[config.mk]
export PLATFORM = sky130hd
export DESIGN_NAME = victim_ctrl
export DESIGN_NICKNAME = d
export VERILOG_FILES = /design/src/rtl/victim_ctrl_pkg.sv /design/src/rtl/victim_ctrl_evq.sv /design/src/rtl/victim_ctrl.sv
export SDC_FILE = /design/constraint.sdc
export NUM_CORES = 1
export LEC_CHECK = 0
export BUFFER_PORTS_ARGS = -buffer_cell sky130_fd_sc_hd__buf_2
export CELL_PAD_IN_SITES_DETAIL_PLACEMENT = 1
export CELL_PAD_IN_SITES_GLOBAL_PLACEMENT = 1
export CORE_AREA = 5 5 228 230
export DETAILED_ROUTE_END_ITERATION = 12
export DIE_AREA = 0 0 233 235
export GPL_TIMING_DRIVEN = 0
export PLACE_DENSITY = 0.67
export SLEW_MARGIN = 20
export SYNTH_ARGS = -nofsm -noshare
export SYNTH_HDL_FRONTEND = slang
export SYNTH_SLANG_ARGS = --single-unit
[constraint.sdc]
create_clock -name clock -period 6.7 [get_ports clock]
set_clock_uncertainty 0.2 [all_clocks]
set_input_delay 1.005 -clock clock [delete_from_list [all_inputs] [get_ports clock]]
set_output_delay 1.005 -clock clock [all_outputs]
set_load 0.02 [all_outputs]
[src/rtl/victim_ctrl_pkg.sv]
// Shared types for the data-side victim cache controller: address/line layouts,
// default sizing and the swap sequencer state encoding.
package victim_ctrl_pkg;

  localparam int D_TAG_W  = 26;
  localparam int D_SET_W  = 3;
  localparam int D_OFF_W  = 3;
  localparam int D_ADDR_W = D_TAG_W + D_SET_W + D_OFF_W;
  localparam int D_DATA_W = 64;
  localparam int D_LINE_W = D_DATA_W + 1;

  localparam int VICTIM_IDX_BITS = 2;

  typedef struct packed {
    logic [D_TAG_W-1:0] tag;
    logic [D_SET_W-1:0] set;
    logic [D_OFF_W-1:0] offset;
  } D_ADDR;

  typedef struct packed {
    logic                valid;
    logic [D_DATA_W-1:0] data;
  } D_CACHE_LINE;

  typedef enum logic [1:0] {
    VC_IDLE    = 2'd0,
    VC_SWAP_RD = 2'd1,
    VC_SWAP_WR = 2'd2
  } VICTIM_CTRL_STATE;

  function automatic logic same_tag(input D_ADDR a, input D_ADDR b);
    return a.tag == b.tag;
  endfunction

endpackage

[src/rtl/victim_ctrl_evq.sv]
// Eviction queue: small circular FIFO of evicted lines with a combinational
// tag-match forwarding port that returns the youngest matching entry.
module victim_evq
  import victim_ctrl_pkg::*;
#(
  parameter int DEPTH = 2
) (
  input  logic                clock,
  input  logic                reset,
  input  logic                i_push,
  input  logic [D_LINE_W-1:0] i_push_line,
  input  logic [D_ADDR_W-1:0] i_push_addr,
  input  logic                i_pop,
  output logic                o_ready,
  output logic                o_empty,
  output logic [D_LINE_W-1:0] o_head_line,
  output logic [D_ADDR_W-1:0] o_head_addr,
  input  logic [D_ADDR_W-1:0] i_fwd_addr,
  output logic                o_fwd_hit,
  output logic [D_LINE_W-1:0] o_fwd_line
);

  localparam int PTR_W = $clog2(DEPTH);
  localparam int CNT_W = PTR_W + 1;

  logic [D_LINE_W-1:0] r_line [DEPTH];
  logic [D_ADDR_W-1:0] r_addr [DEPTH];
  logic [PTR_W-1:0]    r_head;
  logic [PTR_W-1:0]    r_tail;
  logic [CNT_W-1:0]    r_count;

  logic [PTR_W-1:0]    w_age [DEPTH];
  logic [DEPTH-1:0]    w_match;
  logic [PTR_W-1:0]    w_best_age;
  logic                w_hit;
  logic [D_LINE_W-1:0] w_hit_line;

  assign o_ready     = r_count < CNT_W'(DEPTH);
  assign o_empty     = r_count == '0;
  assign o_head_line = r_line[r_head];
  assign o_head_addr = r_addr[r_head];

  // Age 0 is the head (oldest); an entry is live when its age is below the count.
  genvar gi;
  generate
    for (gi = 0; gi < DEPTH; gi++) begin : g_match
      assign w_age[gi]   = PTR_W'(gi) - r_head;
      assign w_match[gi] = ({1'b0, w_age[gi]} < r_count) &&
                           same_tag(D_ADDR'(r_addr[gi]), D_ADDR'(i_fwd_addr));
    end
  endgenerate

  always_comb begin
    w_hit      = 1'b0;
    w_hit_line = '0;
    w_best_age = '0;
    for (int i = 0; i < DEPTH; i++) begin
      if (w_match[i] && (!w_hit || w_age[i] >= w_best_age)) begin
        w_hit      = 1'b1;
        w_hit_line = r_line[i];
        w_best_age = w_age[i];
      end
    end
  end

  assign o_fwd_hit  = w_hit;
  assign o_fwd_line = w_hit_line;

  always_ff @(posedge clock) begin
    if (i_push) begin
      r_line[r_tail] <= i_push_line;
      r_addr[r_tail] <= i_push_addr;
    end
  end

  always_ff @(posedge clock) begin
    if (reset) begin
      r_head  <= '0;
      r_tail  <= '0;
      r_count <= '0;
    end else begin
      if (i_push) r_tail <= r_tail + PTR_W'(1);
      if (i_pop)  r_head <= r_head + PTR_W'(1);
      case ({i_push, i_pop})
        2'b10:   r_count <= r_count + CNT_W'(1);
        2'b01:   r_count <= r_count - CNT_W'(1);
        default: r_count <= r_count;
      endcase
    end
  end

endmodule

[src/rtl/victim_ctrl.sv]
// Victim cache sequencer: drains the eviction queue into the victim array,
// allocates slots (lowest free, else round-robin) and runs the two-step swap.
module victim_ctrl
  import victim_ctrl_pkg::*;
#(
  parameter int VICTIM_SIZE = 1 << VICTIM_IDX_BITS,
  parameter int EVQ_DEPTH   = 2
) (
  input  logic                           clock,
  input  logic                           reset,
  input  logic                           i_evict_valid,
  input  logic [D_LINE_W-1:0]            i_evict_line,
  input  logic [D_ADDR_W-1:0]            i_evict_addr,
  output logic                           o_evict_ready,
  input  logic [D_ADDR_W-1:0]            i_fwd_addr,
  output logic                           o_fwd_hit,
  output logic [D_LINE_W-1:0]            o_fwd_line,
  input  logic                           i_swap_req,
  input  logic [$clog2(VICTIM_SIZE)-1:0] i_swap_idx,
  input  logic [D_ADDR_W-1:0]            i_swap_addr,
  output logic                           o_swap_ack,
  output logic [$clog2(VICTIM_SIZE)-1:0] o_vc_rd_idx,
  input  logic [D_LINE_W-1:0]            i_vc_rd_line,
  output logic                           o_vc_wr_en,
  output logic [$clog2(VICTIM_SIZE)-1:0] o_vc_wr_idx,
  output logic [D_LINE_W-1:0]            o_vc_wr_line,
  output logic [D_ADDR_W-1:0]            o_vc_wr_tag,
  output logic                           o_dc_fill_en,
  output logic [D_ADDR_W-1:0]            o_dc_fill_addr,
  output logic [D_LINE_W-1:0]            o_dc_fill_line,
  input  logic [D_LINE_W-1:0]            i_dc_disp_line,
  input  logic [D_ADDR_W-1:0]            i_dc_disp_addr
);

  localparam int IDX_W = $clog2(VICTIM_SIZE);

  VICTIM_CTRL_STATE    r_state;
  VICTIM_CTRL_STATE    w_next_state;
  logic [IDX_W-1:0]    r_swap_idx;
  logic [D_ADDR_W-1:0] r_swap_addr;
  logic [D_LINE_W-1:0] r_swap_line;
  logic [VICTIM_SIZE-1:0] r_slot_valid;
  logic [IDX_W-1:0]    r_rr_ptr;

  logic                w_q_ready;
  logic                w_q_empty;
  logic [D_LINE_W-1:0] w_q_head_line;
  logic [D_ADDR_W-1:0] w_q_head_addr;
  logic                w_q_fwd_hit;
  logic [D_LINE_W-1:0] w_q_fwd_line;
  logic                w_push;
  logic                w_drain;
  logic                w_swap_start;
  logic                w_disp_valid;
  logic                w_any_free;
  logic [IDX_W-1:0]    w_free_idx;
  logic [IDX_W-1:0]    w_alloc_idx;

  assign w_push       = i_evict_valid && w_q_ready && !reset;
  assign w_swap_start = (r_state == VC_IDLE) && i_swap_req;
  assign w_drain      = (r_state == VC_IDLE) && !i_swap_req && !w_q_empty && !reset;
  assign w_disp_valid = i_dc_disp_line[D_LINE_W-1];

  victim_evq #(
    .DEPTH (EVQ_DEPTH)
  ) u_evq (
    .clock       (clock),
    .reset       (reset),
    .i_push      (w_push),
    .i_push_line (i_evict_line),
    .i_push_addr (i_evict_addr),
    .i_pop       (w_drain),
    .o_ready     (w_q_ready),
    .o_empty     (w_q_empty),
    .o_head_line (w_q_head_line),
    .o_head_addr (w_q_head_addr),
    .i_fwd_addr  (i_fwd_addr),
    .o_fwd_hit   (w_q_fwd_hit),
    .o_fwd_line  (w_q_fwd_line)
  );

  assign o_evict_ready = w_q_ready && !reset;
  assign o_fwd_hit     = w_q_fwd_hit && !reset;
  assign o_fwd_line    = reset ? '0 : w_q_fwd_line;

  // Scan downwards so the lowest free index wins.
  always_comb begin
    w_any_free = 1'b0;
    w_free_idx = '0;
    for (int i = VICTIM_SIZE - 1; i >= 0; i--) begin
      if (!r_slot_valid[i]) begin
        w_any_free = 1'b1;
        w_free_idx = IDX_W'(i);
      end
    end
  end

  assign w_alloc_idx = w_any_free ? w_free_idx : r_rr_ptr;

  always_ff @(posedge clock) begin
    if (reset) r_state <= VC_IDLE;
    else       r_state <= w_next_state;
  end

  always_comb begin
    w_next_state = r_state;
    case (r_state)
      VC_IDLE:    if (i_swap_req) w_next_state = VC_SWAP_RD;
      VC_SWAP_RD: w_next_state = VC_SWAP_WR;
      VC_SWAP_WR: w_next_state = VC_IDLE;
      default:    w_next_state = VC_IDLE;
    endcase
  end

  always_comb begin
    o_swap_ack     = 1'b0;
    o_vc_rd_idx    = '0;
    o_vc_wr_en     = 1'b0;
    o_vc_wr_idx    = '0;
    o_vc_wr_line   = '0;
    o_vc_wr_tag    = '0;
    o_dc_fill_en   = 1'b0;
    o_dc_fill_addr = '0;
    o_dc_fill_line = '0;
    if (!reset) begin
      case (r_state)
        VC_IDLE: begin
          if (w_drain) begin
            o_vc_wr_en   = 1'b1;
            o_vc_wr_idx  = w_alloc_idx;
            o_vc_wr_line = w_q_head_line;
            o_vc_wr_tag  = w_q_head_addr;
          end
        end
        VC_SWAP_RD: o_vc_rd_idx = r_swap_idx;
        VC_SWAP_WR: begin
          o_dc_fill_en   = 1'b1;
          o_dc_fill_addr = r_swap_addr;
          o_dc_fill_line = r_swap_line;
          o_swap_ack     = 1'b1;
          o_vc_wr_en     = 1'b1;
          o_vc_wr_idx    = r_swap_idx;
          // An empty displaced way leaves nothing to keep, so the slot is invalidated.
          if (w_disp_valid) begin
            o_vc_wr_line = i_dc_disp_line;
            o_vc_wr_tag  = i_dc_disp_addr;
          end
        end
        default: ;
      endcase
    end
  end

  always_ff @(posedge clock) begin
    if (reset) begin
      r_slot_valid <= '0;
      r_rr_ptr     <= '0;
      r_swap_idx   <= '0;
      r_swap_addr  <= '0;
      r_swap_line  <= '0;
    end else begin
      if (w_swap_start) begin
        r_swap_idx  <= i_swap_idx;
        r_swap_addr <= i_swap_addr;
      end
      if (r_state == VC_SWAP_RD) r_swap_line <= i_vc_rd_line;
      if (w_drain) begin
        r_slot_valid[w_alloc_idx] <= 1'b1;
        if (!w_any_free) r_rr_ptr <= r_rr_ptr + IDX_W'(1);
      end
      if (r_state == VC_SWAP_WR && !w_disp_valid) r_slot_valid[r_swap_idx] <= 1'b0;
    end
  end

endmodule

Word level (Yosys, flattened, before mapping)
Memories as Yosys holds them, arrays and structs flattened. A register that Yosys moved wholly into a read port is not among the register bits.
Index checks and enable logic that the tools add are counted.
{"block": "word_totals", "regBits": 111, "ram_bits": 194, "in_bits": 329, "output_inout_bits": 268, "word_cells": 114, "mem_count": 2}
{"name": "u_evq.r_line", "words": 2, "width": 65, "read_ports": 3, "rd_ports_with_merged_regs": 1, "write_ports": 1, "line": "victim_ctrl_evq.sv:26", "source": "logic [D_LINE_W-1:0] r_line [DEPTH];"}
{"name": "u_evq.r_addr", "words": 2, "width": 32, "read_ports": 3, "rd_ports_with_merged_regs": 1, "write_ports": 1, "line": "victim_ctrl_evq.sv:27", "source": "logic [D_ADDR_W-1:0] r_addr [DEPTH];"}
{"block": "classes", "add_sub_neg": 7, "order_cmp": 8, "eq_ne": 7, "n_mux": 53, "bitwise_logic": 4, "n_reduce_logical": 24}
{"cell": "$mux 65", "n": 8}
{"cell": "$mux 32", "n": 5}
{"cell": "$pmux 65 s2", "n": 1}
{"cell": "$pmux 32 s2", "n": 1}
{"cell": "$eq 26x26->1", "n": 2}
{"cell": "$mux 2", "n": 10}
{"cell": "$mux 1", "n": 19}
{"cell": "$logic_and 1x1->1", "n": 14}
{"cell": "$mux 4", "n": 3}
{"cell": "$pmux 2 s2", "n": 3}
{"cell": "$lt 2x3->1 const B", "n": 2}
{"cell": "$logic_not 1->1", "n": 5}
{"cell": "$add 2x1->2 const B", "n": 2}
{"cell": "$and 4x4->4", "n": 1}
{"cell": "$demux 1 s2", "n": 2}
{"cell": "$eq 2x1->1 const B", "n": 2}
{"cell": "$eq 2x2->1 const B", "n": 2}
{"cell": "$ge 2x1->1 const B", "n": 2}
{"cell": "$logic_not 2->1", "n": 2}
{"cell": "$lt 1x2->1", "n": 2}
{"cell": "$not 4->4", "n": 1}
{"cell": "$or 4x4->4", "n": 1}
{"cell": "$add 1x1->1 const B", "n": 2}
{"cell": "$lt 2x2->1 const B", "n": 1}
{"cell": "9 further kinds", "n": 10}

Logic depth before layout (Yosys ltp)
Gate-level depths: netlist of the first run.
{"block": "logic_depth", "word_depth": 14, "ltp_mapped": 8, "mapped_depth_nobuf": 6}

Modules after synthesis
From an unflattened synthesis of the first run, not the netlist that was laid out.
{"block": "unflattened", "cells_unflattened": 1548, "hier_area_um2": 15424.8}
{"module": "victim_evq", "instances": 1, "cells_per_inst": 653, "area_each_um2": 9253.9, "seq_area_each_um2": 5925.7}
{"module": "victim_ctrl", "instances": 1, "cells_per_inst": 895, "area_each_um2": 6170.9, "seq_area_each_um2": 2142.1}

Least setup slack after synthesis of the first run
No wires, ideal clock.
{"block": "synth_timing", "path_type": "input -> register", "start": "input reset", "end": "memory u_evq.r_addr[0][0] (netlist bit), enable pin", "setup_ns": 0.554, "arrival_time_ns": 5.734, "required_ns": 5.946, "setup_slack_ns": 0.212, "cell_stages": 4, "n_path_buf": 1, "path_cell_list": "buf_2 -> nor2_1 -> nand2_1 -> nor2_1"}
{"block": "synth_between", "elab_chain_len": 4}
{"element": "from (decl)", "line": "victim_ctrl.sv:10", "source": "input logic reset,"}
{"element": "$logic_not 1->1"}
{"element": "$logic_and 1x1->1", "line": "victim_ctrl.sv:59", "source": "assign w_push = i_evict_valid && w_q_ready && !reset;"}
{"element": "$mux 1", "line": "victim_ctrl_evq.sv:70", "source": "if (i_push) begin"}
{"element": "$mux 1 (implied by the code)", "line": "victim_ctrl_evq.sv:72", "source": "r_addr[r_tail] <= i_push_addr;"}
{"element": "to (decl)", "line": "victim_ctrl_evq.sv:27"}
Every way passes these cells.

Worst setup path in the final report of the first run
{"block": "layout_timing", "start": "input i_fwd_addr[31]", "end": "output o_fwd_line[41]"}
{"block": "layout_between", "elab_chain_len": 8, "word_cells_on_any_way": 13, "cone_classes": "order compare (1); eq/ne (2); mux (5); reduce/logical (5)"}
{"element": "from (decl)", "line": "victim_ctrl.sv:15", "source": "input logic [D_ADDR_W-1:0] i_fwd_addr,"}
{"element": "$eq 26x26->1", "line": "victim_ctrl_pkg.sv:32", "source": "return a.tag == b.tag;"}
{"element": "$logic_and 1x1->1", "line": "victim_ctrl_evq.sv:48", "source": "assign w_match[gi] = ({1'b0, w_age[gi]} < r_count) &&"}
{"element": "$mux 1", "line": "victim_ctrl_evq.sv:58", "source": "if (w_match[i] && (!w_hit || w_age[i] >= w_best_age)) begin"}
{"element": "$ge 1x1->1 / $logic_not 1->1 (equally long branches)", "line": "victim_ctrl_evq.sv:58"}
{"element": "$logic_or 1x1->1", "line": "victim_ctrl_evq.sv:58"}
{"element": "$logic_and 1x1->1", "line": "victim_ctrl_evq.sv:58"}
{"element": "$mux 65 *", "line": "victim_ctrl_evq.sv:58"}
{"element": "$mux 65 *", "line": "victim_ctrl.sv:84", "source": "assign o_fwd_line = reset ? '0 : w_q_fwd_line;"}
{"element": "to (decl)", "line": "victim_ctrl.sv:17", "source": "output logic [D_LINE_W-1:0] o_fwd_line,"}
Every way passes the cells marked *; elsewhere a longest branch is shown, timed or not.

==> results of run 1 <==
-- final timing paths --
kind         cells past startpoint  slack, ns          endpoint             from
max                             10       1.86    o_fwd_line[41]   i_fwd_addr[31]
min                              2       0.25   r_swap_line[49]  r_swap_line[49]
max reg2reg                      6       3.73  u_evq.r_count[1]       r_state[0]
min reg2reg                      2       0.25   r_swap_line[49]  r_swap_line[49]
-- flip-flops by register name, summed over array words and instances, names as in the netlist, named ones only --
name,count
r_swap_line,65
u_evq.r_tail,1
u_evq.r_head,1
r_rr_ptr,2
r_swap_idx,2
r_state,2
r_swap_addr,32
u_evq.r_count,2
u_evq.r_line,130
r_slot_valid,4
u_evq.r_addr,64
-- logic make-up (layout without fill, tap and decap cells) --
group,count (synthesis),in the layout,share of synthesized area [%]
simple gates,554,554,18.15
flops,306,306,54.68
compound gates,273,273,11.83
buf+inv,134,791,4.274
mux,99,99,7.539
xor+xnor,58,58,3.443
fa+ha+maj,1,1,0.08479
other cells,0,14,0
-- per-layer routing --
layer  GRT usage (%)  vias to the layer above  wire (µm)
met2           39.12                      535      32230
met5               0                        -        178
met4           6.480                       28       1679
met3           7.328                      118       5436
li1                -                     6438          -
met1           25.16                     6789      24380
-- layout by cell type (no fill, tap or decap), types with 86 or more instances in the layout --
| master | Yosys | layout |
|---|---|---|
| a21oi_1 | 135 | 135 |
| a22oi_1 | 96 | 96 |
| buf_2 | 27 | 616 |
| clkbuf_1 | 82 | 86 |
| dfxtp_1 | 112 | 112 |
| edfxtp_1 | 194 | 194 |
| mux2_2 | 97 | 97 |
| nand2_1 | 134 | 134 |
| nand3_1 | 133 | 133 |
| nor2_1 | 119 | 118 |
-- worst min-delay path, delay by kind of cell (launching register included) --
family | cells | cell delay (ns)
flops | 1 | 0.30
simple gates | 1 | 0.05
compound gates | 1 | 0.05
-- per-stage QoR --
stage	setup WS [ns]	TNS [ns]	utilization, %	cells	hold WS (ns)
after floorplan	0.2118	0	-	1425	0.2319
after global placement	-2.884	-277.92	37.34	2686	0.2375
after detailed placement	1.875	0	37.63	2692	0.2444
after CTS	1.874	0	39.96	2754	0.2516
after global routing	1.695	0	40.02	2765	0.2677
final	1.858	0	40.03	2768	0.2505
-- power by group --
group	internal, µW	switching, µW
logic	212	308
clock network	1160	797
registers	2100	43.1
total	3470	1150
-- Yosys cell counts, types with 3 or more instances --
| library cell | number | area share, % |
|---|---|---|
| a21oi_1 | 135 | 4.6 |
| a22oi_1 | 96 | 4.9 |
| and2_1 | 35 | 1.5 |
| and3_1 | 68 | 2.9 |
| buf_1 | 9 | 0.23 |
| buf_2 | 27 | 0.92 |
| buf_4 | 3 | 0.15 |
| buf_6 | 11 | 0.84 |
| clkbuf_1 | 82 | 2.1 |
| dfxtp_1 | 112 | 15 |
| edfxtp_1 | 194 | 39 |
| mux2_2 | 97 | 7.4 |
| nand2_1 | 134 | 3.4 |
| nand3_1 | 133 | 4.5 |
| nand4_1 | 4 | 0.17 |
| nor2_1 | 119 | 3.0 |
| nor2b_1 | 36 | 1.5 |
| nor3_1 | 5 | 0.17 |
| nor4_1 | 11 | 0.47 |
| o21ai_0 | 3 | 0.10 |
| o22a_1 | 32 | 1.9 |
| xnor2_1 | 12 | 0.71 |
| xor2_1 | 46 | 2.7 |
-- area by class of cell --
type | instances | area, µm² | share of cell area, %
tap | 672 | 840.8 | 4.229
clock buffer | 48 | 1072 | 5.394
sequential | 306 | 8068 | 40.58
antenna | 14 | 35.03 | 0.1762
multi-input combinational | 985 | 6068 | 30.52
clock inverter | 14 | 88.84 | 0.4469
buffer | 132 | 624.3 | 3.141
timing repair buffer | 595 | 3075 | 15.47
inverter | 2 | 7.507 | 0.03776
==> metrics.csv, run 1 <==
stage,metric,value,unit
worst_setup_path,CP dominant cell by count,buf_2,
placed_design,PortBufs,589,
power_and_ir_drop,total power draw,4622,µW
sta,Final Hold Viols,0,
detailed_routing,Avg WL per Cell,23.09,µm
worst_setup_path,crit-path max FO,10,
detailed_routing,vias post-DR,13908,
logic_synthesis,"FFs w/ async S/R, synth",0,%
logic_synthesis,Main synth FF type,edfxtp_1,
die,IO Pins,597,
worst_setup_path,Setup crit end kind,output pin,
sta,fmax,0.2065,GHz
layout,fraction of layout cells with a size suffix above 1,37.85,%
detailed_routing,post-route DRC violation count,0,
detailed_routing,DRT antenna net count,0,
layout,Syn-to-layout area delta,34.74,%
logic_synthesis,cell area after synthesis,14750,µm²
sta,Final period util,72.27,%
die,Initial Utilization,29.71,%
worst_setup_path,Critical Path RT,5.49,ns
global_routing,global-route wire length before repair,92.39,mm
layout,cell area after layout,19880,µm²
die,Core ar.,49660,µm²
sta,final setup fails,0,
placed_design,dpl hpwl,49.32,mm
worst_setup_path,CP top delay family,simple AND/OR/NAND/NOR gates,
worst_setup_path,Worst EP arrival,3.64,ns
clock_network,post-cts resize count,0,
sta,Worst Tran Pin Value,0.9764,ns
flow_run,number of max-cap violations,0,
logic_synthesis,sequential area share after synthesis,54.68,%
global_routing,vias in the first global route,14732,
global_routing,initial antenna violation count,28,
clock_network,post-CTS setup buffers,0,
placed_design,GPL Wtd Cong,0.8663,
global_routing,largest net degree at the start of global routing,43,
clock_network,Root Buffer,clkbuf_16,
sta,max-slew violation count,0,
detailed_routing,final WL,63.91,mm
layout,# nets final,2390,
logic_synthesis,"flops & latches, synth",306,
worst_setup_path,CP bufs+invs,4,
clock_network,clk slew on worst S/H paths,0.05,ns
detailed_routing,DR pass1 iterations,5,
logic_synthesis,number of library cell types mapped by synthesis,38,
clock_network,worst skew pair latency,0.54,ns
detailed_routing,vias per cell,5.025,
sta,Final Critical Period,4.842,ns
clock_network,CTS Buf Count,38,
layout,filler cell count,5857,
placed_design,area post-placement,18680,µm²
run_status,status,completed,
die,die height,235,µm
die,Die ar.,54760,µm²
logic_synthesis,Synth Instances,1425,
worst_setup_path,critical path startpoint category,input port,
power_and_ir_drop,Leak Pwr,0.008351,µW
clock_network,Hold Buf Count CTS,0,
logic_synthesis,Post-synth EDFFs,194,
worst_setup_path,WS Path Type,input port to output pin,
clock_network,# clock sinks,306,
global_routing,"Remaining Overflow, GRT",0,
logic_synthesis,Mean Syn Cell Area,10.35,µm²
die,row count,82,
hold_path,HP Class,flop to flop,
clock_network,Clock Path Buffers,3,
clock_network,Clock H-tree levels,2,
logic_synthesis,"Net Count, Synth",1755,
sta,Slew HR,34.91,%
worst_setup_path,crit-path cells,buf_2 -> xor2_1 -> nor4_1 -> nand4_1 -> nor2_1 -> buf_2 -> buf_2 -> nand3_1 -> a21oi_1 -> buf_2,
logic_synthesis,Synthesis Warnings,0,
power_and_ir_drop,pwr dens,232.5,nW/µm²
global_routing,Total GRT Usage,22.05,%
worst_setup_path,CP max-delay cell,nor4_1,
detailed_routing,initial DRC count,748,
power_and_ir_drop,peak supply drop,0.1392,mV
clock_network,CTS tree,built,
die,Die X-Extent,233,µm
worst_setup_path,CP peak stage delay,0.44,ns
sta,RSZ-0062 raised after global routing,no,
(Power assumes the default switching activity.)
==> run 2: changes to the inputs <==
--- a/config.mk
+++ b/config.mk
@@ -8,11 +8,11 @@
 export BUFFER_PORTS_ARGS = -buffer_cell sky130_fd_sc_hd__buf_2
 export CELL_PAD_IN_SITES_DETAIL_PLACEMENT = 1
 export CELL_PAD_IN_SITES_GLOBAL_PLACEMENT = 1
-export CORE_AREA = 5 5 228 230
+export CORE_AREA = 5 5 231 233
 export DETAILED_ROUTE_END_ITERATION = 12
-export DIE_AREA = 0 0 233 235
+export DIE_AREA = 0 0 236 238
 export GPL_TIMING_DRIVEN = 0
-export PLACE_DENSITY = 0.67
+export PLACE_DENSITY = 0.68
 export SLEW_MARGIN = 20
 export SYNTH_ARGS = -nofsm -noshare
 export SYNTH_HDL_FRONTEND = slang
==> constraint.sdc (replaced) <==
create_clock -name clock -period 3.9 [get_ports clock]
set_clock_uncertainty 0.2 [all_clocks]
set_input_delay 0.585 -clock clock [delete_from_list [all_inputs] [get_ports clock]]
set_output_delay 0.585 -clock clock [all_outputs]
set_load 0.02 [all_outputs]
==> metrics.csv, run 2 (same netlist as run 1, synthesis figures left out) <==
stage,metric,value,unit
clock_network,Root Buffer,clkbuf_16,
clock_network,post-CTS setup buffers,0,
worst_setup_path,CP bufs+invs,3,
sta,Slew HR,43.33,%
placed_design,pre-CTS WS,-0.1530,ns
die,Initial Utilization,28.94,%
die,IO Pins,597,
global_routing,largest net degree at the start of global routing,44,
placed_design,area post-placement,18730,µm²
sta,final worst setup slack,0.1201,ns
worst_setup_path,critical path startpoint category,flop,
die,Core ar.,50990,µm²
sta,Final period util,96.92,%
layout,Syn-to-layout area delta,38.62,%
placed_design,PortBufs,589,
sta,max-slew violation count,0,
clock_network,CTS Buf Count,37,
detailed_routing,Avg WL per Cell,22.68,µm
global_routing,vias in the first global route,14993,
detailed_routing,DRT antenna net count,0,
sta,Final Critical Period,3.780,ns
worst_setup_path,crit-path max FO,10,
global_routing,Total GRT Usage,21.29,%
layout,final cell count without fillers,2813,
layout,cell area after layout,20450,µm²
clock_network,Clock Path Buffers,3,
layout,register with the most flip-flops,u_evq.r_line,
detailed_routing,vias post-DR,13969,
run_status,status,completed,
detailed_routing,post-route DRC violation count,0,
placed_design,dpl hpwl,49.43,mm
clock_network,# clock sinks,306,
layout,"commonest non-fill, non-tap cell in the layout",buf_2,
sta,final setup fails,0,
worst_setup_path,crit-path cells,xor2_1 -> nor4_1 -> nand4_1 -> nor2b_4 -> buf_6 -> clkbuf_4 -> nand3_1 -> a21oi_1 -> buf_2,
worst_setup_path,CP top delay family,simple AND/OR/NAND/NOR gates,
layout,# nets final,2424,
layout,Top Registers,"u_evq.r_line: 130 flops, r_swap_line: 65 flops, u_evq.r_addr: 64 flops",
power_and_ir_drop,pwr dens,398.0,nW/µm²
worst_setup_path,"setup slack, reg-to-reg",1.03,ns
hold_path,HP Class,input port to flop,
placed_design,dpl cells,2701,
detailed_routing,final WL,63.80,mm
worst_setup_path,Critical Path RT,3.12,ns
detailed_routing,initial DRC count,627,
layout,Largest register FFs,130,
sta,Worst Tran Pin Value,0.8500,ns
clock_network,CTS tree,built,
layout,final core utilization,40.11,%
die,Die X-Extent,236,µm
power_and_ir_drop,Leak Pwr,0.008567,µW
clock_network,worst skew pair latency,0.54,ns
clock_network,Clock H-tree levels,2,
worst_setup_path,WS Path Type,flop to output pin,
layout,fraction of layout cells with a size suffix above 1,38.50,%
flow_run,number of max-cap violations,0,
global_routing,initial antenna violation count,21,
sta,fmax,0.2646,GHz
detailed_routing,DR pass1 iterations,5,
die,Die ar.,56170,µm²
worst_setup_path,CP max-delay cell,edfxtp_1,
detailed_routing,vias per cell,4.966,
global_routing,global-route wire length before repair,92.44,mm
placed_design,GPL Wtd Cong,0.9269,
die,die height,238,µm
die,row count,83,
sta,Final Hold Viols,0,
clock_network,clk slew on worst S/H paths,0.06,ns
power_and_ir_drop,peak supply drop,0.2332,mV
worst_setup_path,Setup crit end kind,output pin,
global_routing,"Remaining Overflow, GRT",0,
layout,filler cell count,5978,
worst_setup_path,Worst EP arrival,2.99,ns
layout,most frequent cells in the layout,"buf_2, edfxtp_1, nand2_1, nand3_1, a21oi_1",
worst_setup_path,CP peak stage delay,0.40,ns
==> run 2: cell types whose count changed in the layout (fill, tap and decap cells not counted), moves of 3 or more <==
cell and change:
a21oi_1 -4, a21oi_2 +4, buf_2 -12, buf_4 +3
clkbuf_1 -6, clkbuf_2 +7, clkbuf_4 +7, clkinv_1 -5
clkinv_2 +3, diode_2 -3, dlygate4sd3_1 +35, nor4_1 -4
nor4_2 +3
==> run 2: worst paths after layout <==
check | from | end | depth (start not counted)
max | u_evq.r_addr[0][31] | o_fwd_line[37] | 9
min | i_evict_line[37] | u_evq.r_line[0][37] | 1
max reg2reg | r_state[0] | u_evq.r_count[1] | 6
min reg2reg | r_swap_line[37] | r_swap_line[37] | 2
==> run 2: per-layer routing <==
metal / track usage [%] / share of wire [%] / vias up / wire, µm
li1: - / - / 6517 / -
met1: 25.00 / 40 / 6816 / 25390
met2: 37.49 / 50 / 492 / 31830
met3: 6.634 / 7.5 / 118 / 4811
met4: 6.439 / 2.5 / 26 / 1615
met5: 0 / 0.23 / - / 149
==> run 2: what timing repair did <==
item / in CTS / in global routing
hold buffers: 34 / 1
pin swaps: 1 / 7
hold endpoints to repair: 65 / 2
cloned: 0 / 0
setup endpoints to repair: 148 / 93
resized for setup: 19 / 23
==> run 2: report_power, final <==
group / internal, µW / total [µW] / switching, µW / leakage [µW]
combinational: 395 / 940 / 545 / 0.00527
sequential: 3610 / 3690 / 75.9 / 0.00270
clock: 2100 / 3510 / 1410 / 0.000601
==> run 2: cell type report <==
class / instances / area, µm² / area share [%]
clock inverters: 17 / 166.4 / 0.8137
well taps: 680 / 850.8 / 4.160
repair buffers: 631 / 3463 / 16.93
flip-flops and latches: 306 / 8068 / 39.45
plain buffers: 131 / 664.4 / 3.249
inverters: 2 / 7.507 / 0.03671
multi-input cells: 985 / 6147 / 30.06
clock buffers: 50 / 1057 / 5.169
diodes: 11 / 27.53 / 0.1346
==> run 2: per-stage QoR <==
stage | hold slack (ns) | total power [µW] | setup TNS, ns
after floorplan | 0.2319 | 4196 | 0
after global placement | 0.2378 | 4615 | -46.09
after detailed placement | 0.2450 | 4662 | -1.055
after CTS | 0.000002831 | 8226 | -0.004548
after global routing | 0.001322 | 8452 | -0.01005
final | 0.03576 | 8139 | 0
==> run 2: worst reg2reg max path, delay by kind of cell, from the launching register on <==
family                     cells  cell delay [ns]
and+or+nand+nor                3             1.17
adders and majority gates      1             0.38
buffers and inverters          1             0.52
AOI/OAI and AO/OA              1             0.13
DFF                            1             0.39
==> run 3: changes to the inputs <==
--- a/config.mk
+++ b/config.mk
@@ -11,7 +11,6 @@
 export CORE_AREA = 5 5 231 233
 export DETAILED_ROUTE_END_ITERATION = 12
 export DIE_AREA = 0 0 236 238
-export GPL_TIMING_DRIVEN = 0
 export PLACE_DENSITY = 0.68
 export SLEW_MARGIN = 20
 export SYNTH_ARGS = -nofsm -noshare
==> constraint.sdc (replaced) <==
create_clock -name clock -period 3.9 [get_ports clock]
set_clock_uncertainty 0.2 [all_clocks]
set_input_delay 0.585 -clock clock [delete_from_list [all_inputs] [get_ports clock]]
set_output_delay 0.585 -clock clock [all_outputs]
set_load 0.01 [all_outputs]
==> metrics.csv, run 3 (same netlist as run 1, synthesis figures left out) <==
stage,metric,value,unit
detailed_routing,vias per cell,4.985,
run_status,status,completed,
clock_network,clk slew on worst S/H paths,0.06,ns
worst_setup_path,CP Depth,9,
detailed_routing,DR pass1 iterations,4,
worst_setup_path,Worst EP arrival,2.96,ns
layout,"commonest non-fill, non-tap cell in the layout",buf_2,
die,Die X-Extent,236,µm
layout,Largest register FFs,130,
sta,Slew HR,34.70,%
sta,fmax,0.2669,GHz
power_and_ir_drop,Switch Pwr,1939,µW
global_routing,largest net degree at the start of global routing,102,
power_and_ir_drop,Internal,5943,µW
placed_design,dpl hpwl,41.10,mm
clock_network,Root Buffer,clkbuf_16,
die,Initial Utilization,28.94,%
clock_network,CTS tree,built,
worst_setup_path,CP peak stage delay,0.40,ns
power_and_ir_drop,pwr dens,393.3,nW/µm²
worst_setup_path,critical path startpoint category,flop,
global_routing,vias in the first global route,14172,
sta,final setup fails,0,
power_and_ir_drop,peak supply drop,0.2810,mV
detailed_routing,vias post-DR,13514,
worst_setup_path,crit-path max FO,35,
clock_network,worst skew pair latency,0.54,ns
power_and_ir_drop,switching share of power,24.60,%
sta,Hold Slack,0.03710,ns
worst_setup_path,"setup slack, reg-to-reg",1.53,ns
clock_network,post-CTS setup buffers,0,
power_and_ir_drop,sequential fraction of design power,46.9,%
sta,Final Hold Viols,0,
clock_network,CTS Buf Count,38,
worst_setup_path,Worst R2R Path Depth,4,
sta,Final Critical Period,3.747,ns
sta,Worst Tran Pin Value,0.9774,ns
detailed_routing,Avg WL per Cell,21.20,µm
worst_setup_path,worst setup path start,u_evq.r_addr[0][18],
layout,# nets final,2322,
flow_run,number of max-cap violations,0,
worst_setup_path,CP dominant cell by count,buf_12,
worst_setup_path,CP bufs+invs,3,
detailed_routing,final WL,57.47,mm
sta,Final period util,96.08,%
die,die height,238,µm
worst_setup_path,WS Path Type,flop to output pin,
die,IO Pins,597,
placed_design,PortBufs,590,
clock_network,Clock Path Buffers,3,
worst_setup_path,CP max-delay cell,edfxtp_1,
hold_path,HP Class,input port to flop,
power_and_ir_drop,Leak Pwr,0.008361,µW
global_routing,Total GRT Usage,19.10,%
die,Core ar.,50990,µm²
worst_setup_path,CP top delay family,simple AND/OR/NAND/NOR gates,
clock_network,Clock H-tree levels,2,
die,row count,83,
die,Die ar.,56170,µm²
worst_setup_path,crit-path cells,xnor2_1 -> o2111ai_1 -> nor3_1 -> nor2b_4 -> buf_12 -> buf_12 -> nand3_1 -> a21oi_1 -> buf_2,
worst_setup_path,Setup crit end kind,output pin,
layout,fraction of layout cells with a size suffix above 1,39.79,%
layout,most frequent cells in the layout,"buf_2, edfxtp_1, a21oi_1, nand2_1, nand3_1",
sta,max-slew violation count,0,
detailed_routing,post-route DRC violation count,0,
placed_design,GPL Wtd Cong,0.8568,
worst_setup_path,R2R Path Start,r_state[1],
detailed_routing,DRT antenna net count,0,
sta,setup TNS,0,ns
detailed_routing,initial DRC count,639,
clock_network,# clock sinks,306,
global_routing,global-route wire length before repair,85.10,mm
worst_setup_path,Critical Path RT,3.12,ns
power_and_ir_drop,Comb pwr share,10.8,%
worst_setup_path,FF-to-FF End,r_swap_addr[31],
sta,RSZ-0062 raised after global routing,no,
layout,register with the most flip-flops,u_evq.r_line,
layout,Syn-to-layout area delta,35.82,%
global_routing,initial antenna violation count,19,
worst_setup_path,end of the critical path,o_fwd_line[49],
layout,Top Registers,"u_evq.r_line: 130 flops, r_swap_line: 65 flops, u_evq.r_addr: 64 flops",
global_routing,"Remaining Overflow, GRT",0,
power_and_ir_drop,Clock power frac,42.3,%
## run 3: power by group through the flow
stage	registers, µW	logic, µW	clock network, µW
after global routing	3710	928	3580
final	3700	854	3330
after CTS	3700	857	3440
after detailed placement	3760	824	0
after floorplan	3730	442	0
after global placement	3750	802	0
## run 3: final cells by class
cell class | count | area, µm²
Antenna cell | 13 | 32.53
Multi-Input combinational cell | 985 | 6175
Tap cell | 680 | 850.8
Timing Repair Buffer | 659 | 3727
Fill cell | 5923 | 30950
Clock inverter | 18 | 135.1
Clock buffer | 48 | 1039
Inverter | 2 | 7.507
Sequential cell | 306 | 8073
## run 3: per-stage QoR
stage	total power [µW]	cells	cell area, µm²	util [%]	worst slack, ns
detailed placement	4588	2602	18480	36.24	0.1919
floorplan	4176	1425	14760	-	0.6917
CTS	7993	2698	19970	39.17	0.03537
global placement	4554	2602	18480	36.24	0.2513
finish	7882	2711	20040	39.30	0.1530
global route	8223	2706	20030	39.28	0.02155
## run 3: layer usage
layer / GRT usage, % / vias to the layer above / part of all wire (%) / wire length [µm]
met4: 5.735 / 12 / 2.5 / 1412
met3: 6.449 / 83 / 8.2 / 4695
met2: 33.01 / 502 / 50 / 28630
met5: 0 / - / 0.14 / 80
met1: 22.65 / 6617 / 39 / 22650
li1: - / 6300 / - / -
## run 3: how the worst min path moves through the flow
stage | startpoint | end | cells after the start
2_1_floorplan | r_swap_line[0] | r_swap_line[0] | 2
3_3_place_gp | r_swap_line[18] | r_swap_line[18] | 2
3_5_place_dp | r_swap_line[48] | r_swap_line[48] | 2
4_1_cts | i_evict_line[39] | u_evq.r_line[0][39] | 1
5_1_grt | i_evict_line[16] | u_evq.r_line[0][16] | 1
6_report | i_evict_line[4] | u_evq.r_line[1][4] | 1
## run 3: what timing repair did
item | 4_1_cts | 5_1_grt
hold endpoints to repair | 57 | 0
endpoints found under the setup margin | 65 | 64
hold buffers | 30 | 0
gates resized for setup | 3 | 6
pin swaps | 0 | 4
